--- src/rtl/if_fetch_stage.sv ---
// Instruction-fetch stage with IF/ID pipeline register.
// Holds the PC and fetches words over a req/ack instruction-memory handshake.
// It absorbs variable memory latency with bubbles, a one-word hold buffer and a
// drop state for requests that a branch has made stale.
//
// Handshake: imem_req/imem_addr are registered. Once imem_req rises, it stays high
// and imem_addr stays stable until a cycle in which imem_ack=1 is sampled on a
// rising edge. imem_ack is honoured only while imem_req=1.
module if_fetch_stage #(
    parameter logic [31:0] RESET_PC  = 32'h0000_0000,
    parameter logic [31:0] NOP_INSTR = 32'h0000_0000
) (
    input  logic        clk,
    input  logic        rst,
    input  logic        freeze,
    input  logic        branch_taken,
    input  logic [31:0] branch_addr,
    output logic        imem_req,
    output logic [31:0] imem_addr,
    input  logic        imem_ack,
    input  logic [31:0] imem_rdata,
    output logic [31:0] Instruction,
    output logic [31:0] PC_out,
    output logic        instr_valid,
    output logic [1:0]  dbg_state
);

    typedef enum logic [1:0] {
        ST_FETCH = 2'd0,
        ST_HOLD  = 2'd1,
        ST_DROP  = 2'd2
    } state_t;

    state_t      state_q, state_d;
    logic [31:0] pc_q, pc_d;
    logic        req_q, req_d;
    logic [31:0] addr_q, addr_d;
    logic [31:0] buf_q, buf_d;
    logic [31:0] instr_q, instr_d;
    logic [31:0] pc_out_q, pc_out_d;
    logic        valid_q, valid_d;

    logic        ack_seen;
    logic [31:0] target;
    logic [31:0] pc_next;
    logic        accept;
    logic [31:0] accept_word;

    // Ack only counts against a live request; branch targets are forced word-aligned.
    assign ack_seen = imem_ack & req_q;
    assign target   = {branch_addr[31:2], 2'b00};
    assign pc_next  = pc_q + 32'd4;

    // Next state, PC and hold buffer; decides whether a fetched word is accepted.
    always_comb begin
        state_d     = state_q;
        pc_d        = pc_q;
        buf_d       = buf_q;
        accept      = 1'b0;
        accept_word = imem_rdata;
        case (state_q)
            ST_FETCH: begin
                if (branch_taken) begin
                    pc_d = target;
                    // A request still in flight must be allowed to complete.
                    if (req_q && !ack_seen) begin
                        state_d = ST_DROP;
                    end
                end else if (ack_seen) begin
                    if (freeze) begin
                        buf_d   = imem_rdata;
                        state_d = ST_HOLD;
                    end else begin
                        accept = 1'b1;
                        pc_d   = pc_next;
                    end
                end
            end
            ST_HOLD: begin
                if (branch_taken) begin
                    pc_d    = target;
                    state_d = ST_FETCH;
                end else if (!freeze) begin
                    accept      = 1'b1;
                    accept_word = buf_q;
                    pc_d        = pc_next;
                    state_d     = ST_FETCH;
                end
            end
            ST_DROP: begin
                if (branch_taken) begin
                    pc_d = target;
                end
                if (ack_seen) begin
                    state_d = ST_FETCH;
                end
            end
            default: begin
                state_d = ST_FETCH;
            end
        endcase
    end

    // Request for the next cycle; DROP keeps the stale address alive until its ack.
    always_comb begin
        req_d  = (state_d != ST_HOLD);
        addr_d = (state_d == ST_DROP) ? addr_q : pc_d;
    end

    // IF/ID register update: flush beats freeze, freeze holds, otherwise word or bubble.
    always_comb begin
        instr_d  = instr_q;
        pc_out_d = pc_out_q;
        valid_d  = valid_q;
        if (branch_taken) begin
            instr_d = NOP_INSTR;
            valid_d = 1'b0;
        end else if (freeze) begin
            valid_d = valid_q;
        end else if (accept) begin
            instr_d  = accept_word;
            pc_out_d = pc_next;
            valid_d  = 1'b1;
        end else begin
            instr_d = NOP_INSTR;
            valid_d = 1'b0;
        end
    end

    // State registers with asynchronous active-low reset.
    always_ff @(posedge clk or negedge rst) begin
        if (!rst) begin
            state_q  <= ST_FETCH;
            pc_q     <= RESET_PC;
            req_q    <= 1'b0;
            addr_q   <= 32'h0;
            buf_q    <= 32'h0;
            instr_q  <= NOP_INSTR;
            pc_out_q <= 32'h0;
            valid_q  <= 1'b0;
        end else begin
            state_q  <= state_d;
            pc_q     <= pc_d;
            req_q    <= req_d;
            addr_q   <= addr_d;
            buf_q    <= buf_d;
            instr_q  <= instr_d;
            pc_out_q <= pc_out_d;
            valid_q  <= valid_d;
        end
    end

    assign imem_req    = req_q;
    assign imem_addr   = addr_q;
    assign Instruction = instr_q;
    assign PC_out      = pc_out_q;
    assign instr_valid = valid_q;
    assign dbg_state   = state_q;

endmodule
--- config.mk ---
export PLATFORM = sky130hd
export DESIGN_NAME = if_fetch_stage
export DESIGN_NICKNAME = d
export VERILOG_FILES = /design/src/rtl/if_fetch_stage.sv
export SDC_FILE = /design/constraint.sdc
export NUM_CORES = 1
export LEC_CHECK = 0
export CORE_MARGIN = 4
export CORE_UTILIZATION = 52
export CTS_CLUSTER_DIAMETER = 150
export CTS_CLUSTER_SIZE = 30
export DETAILED_ROUTE_END_ITERATION = 16
export GPL_TIMING_DRIVEN = 0
export PLACE_DENSITY_LB_ADDON = 0.12
export SKIP_LAST_GASP = 1
export SLEW_MARGIN = 25
export SYNTH_ARGS = -nofsm -noshare
export SYNTH_HDL_FRONTEND = slang
export SYNTH_SLANG_ARGS = --single-unit
--- constraint.sdc ---
create_clock -name clk -period 2.9 [get_ports clk]
set_input_delay 0.87 -clock clk [delete_from_list [all_inputs] [get_ports clk]]
set_output_delay 0.87 -clock clk [all_outputs]
set_load 0.01 [all_outputs]
==> results of run 1 <==
==> cell usage in the layout, fill, tap and decap left out, drive strengths merged, types with 23 or more instances in the layout <==
cell           instances
mux2i                 37
nand3                 23
nand2                125
a21oi                 24
clkbuf                57
o21ai                 78
buf                   28
dfrtp                164
clkdlybuf4s50        164
nor2                  51
mux2                  57
==> worst max path at each step <==
stage	end	slack, ps	cells past startpoint
finish	buf_q[8]	90	7
global route	imem_addr[25]	-4	7
CTS	buf_q[5]	10	7
detailed placement	PC_out[30]	-830	8
global placement	imem_addr[25]	-5770	1
floorplan	buf_q[10]	430	6
==> power groups by stage <==
stage / Combinational (mW) / Sequential [mW] / Clock (mW)
after floorplan: 0.771 / 3.06 / 0
after global placement: 1.73 / 2.98 / 0
after detailed placement: 1.76 / 3.00 / 0
after CTS: 1.77 / 2.96 / 2.13
after global routing: 1.92 / 3.01 / 2.23
final: 1.77 / 2.96 / 2.10
==> flip-flops by register name (all words and copies together), names as in the netlist <==
| name | count |
|---|---|
| instr_valid | 1 |
| imem_req | 1 |
| PC_out | 32 |
| dbg_state | 2 |
| buf_q | 32 |
| pc_q | 32 |
| Instruction | 32 |
| imem_addr | 32 |
==> critical path: cells and delay by family <==
family	cells	cell delay, ps
simple gates	2	490
buf+inv	4	1430
mux	1	310
==> area by class of cell <==
cell class / instances / area, µm² / area share
plain buffers: 59 / 258 / 0.0244
flip-flops and latches: 164 / 4100 / 0.388
clock buffers: 21 / 450 / 0.0426
inverters: 13 / 52.6 / 0.00497
multi-input cells: 566 / 3670 / 0.347
repair buffers: 169 / 1710 / 0.161
clock inverters: 11 / 96.3 / 0.00911
well taps: 188 / 235 / 0.0222
==> metal layers <==
| layer | share of wire | vias up | track usage | wire length, µm |
|---|---|---|---|---|
| met4 | 0.029 | 0 | 0.102 | 677 |
| met5 | 0 | - | 0 | 0 |
| met2 | 0.46 | 337 | 0.433 | 10800 |
| met1 | 0.43 | 3387 | 0.366 | 9950 |
| li1 | - | 3218 | - | - |
| met3 | 0.076 | 47 | 0.0618 | 1770 |
==> cells in the mapped netlist (4+ instances only) <==
library cell / instances
clkbuf_1: 34
o22ai_1: 13
nor2b_1: 6
buf_2: 15
a22oi_1: 4
nand4_1: 16
mux2i_1: 37
a21oi_1: 24
nor4_1: 4
nor3_1: 11
a31oi_1: 8
dfrtp_1: 164
a211oi_1: 6
o21ai_0: 71
o31ai_1: 5
nand2_1: 125
mux2_2: 56
xnor2_1: 22
nor4_2: 4
inv_1: 12
buf_1: 8
nand3_1: 23
nand2b_1: 5
nor2_1: 50
xor2_1: 13
o21ai_1: 7
==> stage by stage <==
stage	hold WS (ps)	setup slack (ps)	area, µm²	cells
after global placement	445	-5770	9930	1155
final	379	87.8	10600	1191
after floorplan	431	434	8040	802
after global routing	414	-3.54	10600	1191
after CTS	407	14.8	10500	1189
after detailed placement	450	-828	9960	1156
==> timing repair <==
item | CTS | global route
resized for setup | 10 | 7
pin swaps | 1 | 1
gates cloned | 0 | 0
setup buffers | 1 | 2
endpoints found under the setup margin | 89 | 70
==> cell families after synthesis <==
| group | Yosys count | synth area share |
|---|---|---|
| simple gates | 270 | 0.161 |
| compound gates | 166 | 0.125 |
| flops | 164 | 0.510 |
| mux | 94 | 0.126 |
| buf+inv | 72 | 0.0370 |
| xor+xnor | 35 | 0.0381 |
| fa+ha+maj | 1 | 0.00156 |
==> run_results.csv, run 1 <==
group,metric,value,unit
clocking,cts_tree,"built",
global_routing,grt_pass1_vias,7023,
clocking,clock_sinks,164,
synth,synth.avg_cell_area,10.0,µm²
routing,wire_per_inst,19.4,µm
setup_path,r2r-start,"dbg_state[1]",
sta,tns,0,ps
power,irDropWorstVdd,0.513,mV
synth,ys_seq_elements,164,
clocking,htreeDepth,4,
setup_path,reg2reg_depth,7,
synth,synth_flop_cell,"dfrtp_1",
setup_path,reg2reg_to,"imem_addr[25]",
routing,ant_nets,0,
power,intPower,4.75,mW
clocking,cts_buffers,17,
clocking,hold_buffers,0,
floorplanning,fp.dieH,132,µm
sta,setup_viol,0,
place,io_buffers,165,
synth,synth_warnings,0,
routing,vias,6989,
floorplanning,dieArea,17500,µm²
power,total_power,6.83,mW
finish,postLayoutCoreUtil,0.696,
routing,drt_iter0_markers,661,
sta,rsz0062_at_grt,"true",
sta,finalCriticalPeriod,2810,ps
setup_path,crit_slowest_cell,"clkdlybuf4s50_1",
synth,synthTopCellsByArea,"dfrtp_1 (51%), mux2_2 (7.8%), nand2_1 (5.8%), mux2i_1 (4.6%), o21ai_0 (4.4%)",
finish,diodes,0,
sta,hold_viol,0,
setup_path,crit_path_max_fanout,10,
routing,via_per_inst,5.87,
routing,drt_wl_total,23.2,mm
global_routing,grt_overflow,0,
setup_path,crit_type,"primary input to register",
sta,post-route-period-util,0.970,
clocking,clkTransAtPathRegs,60,ps
sta,drv_slew,0,
global_routing,grt_max_degree,93,
clocking,clk_latency,440,ps
routing,dr.pass1.iters,5,
clocking,clock_tree.root_cell,"clkbuf_16",
power,p_sw,2.08,mW
place,gp_congestion,0.988,
synth,yosysTopAreaCell,"dfrtp_1",
finish,layout-drive-gt1-share,0.137,
floorplanning,die_w,132,µm
power,cellPowerDensity,646,nW/µm²
setup_path,endpoint_kind,"register",
synth,syn_inst,802,
setup_path,path_cells,"clkdlybuf4s50_1 -> clkbuf_4 -> clkinvlp_4 -> nor2_4 -> nand3_1 -> clkbuf_2 -> mux2_2",
global_routing,grt_pass1_wl,37.6,mm
setup_path,critPathMaxStageDelay,600,ps
setup_path,cp.arrival,3130,ps
floorplanning,initial_utilization,0.529,
sta,max-slew-margin-rel,0.466,
job,cap_violations,0,
global_routing,grt_use_total,0.272,
power,p_seq_frac,0.433,
setup_path,r2r_setup_slack,110,ps
floorplanning,rows,45,
power,p_clk_frac,0.307,
setup_path,start_kind,"primary input",
synth,synth_top_area_frac,0.510,
place,hpwl,16.9,mm
clocking,clock_path_buffers,2,
routing,drc_errors,0,
finish,area_growth,31.5,%
power,swShare,0.305,
finish,nets,1060,
synth,syn_area,8040,µm²
power,comb_power_share,0.259,
synth,seq_area_frac_synth,0.510,
setup_path,crit_start,"freeze",
setup_path,cp.required,3220,ps
finish,nFillCells,1213,
synth,synth_edf_count,0,
power,p_leak,4.30,nW
floorplanning,core,15200,µm²
sta,finalClockSkew,10.1,ps
synth,syn-num-nets,872,
synth,async_reset_ff_frac,1.00,
sta,timing.fmax,356,MHz
synth,synth_cell_types,65,
min_path,hp-class,"primary input to async pin",
global_routing,antenna_found_initial,0,
outcome,status,"completed",
sta,worstMarginPinSlew,801,ps
floorplanning,ios,169,
No activity file was read; power rests on OpenSTA's default activity.
==> run 2, diff against run 1 <==
- CAP_MARGIN: not set -> 20
==> results of run 2 <==
The final DEF is identical to that of run 1; final timing and power are the same.
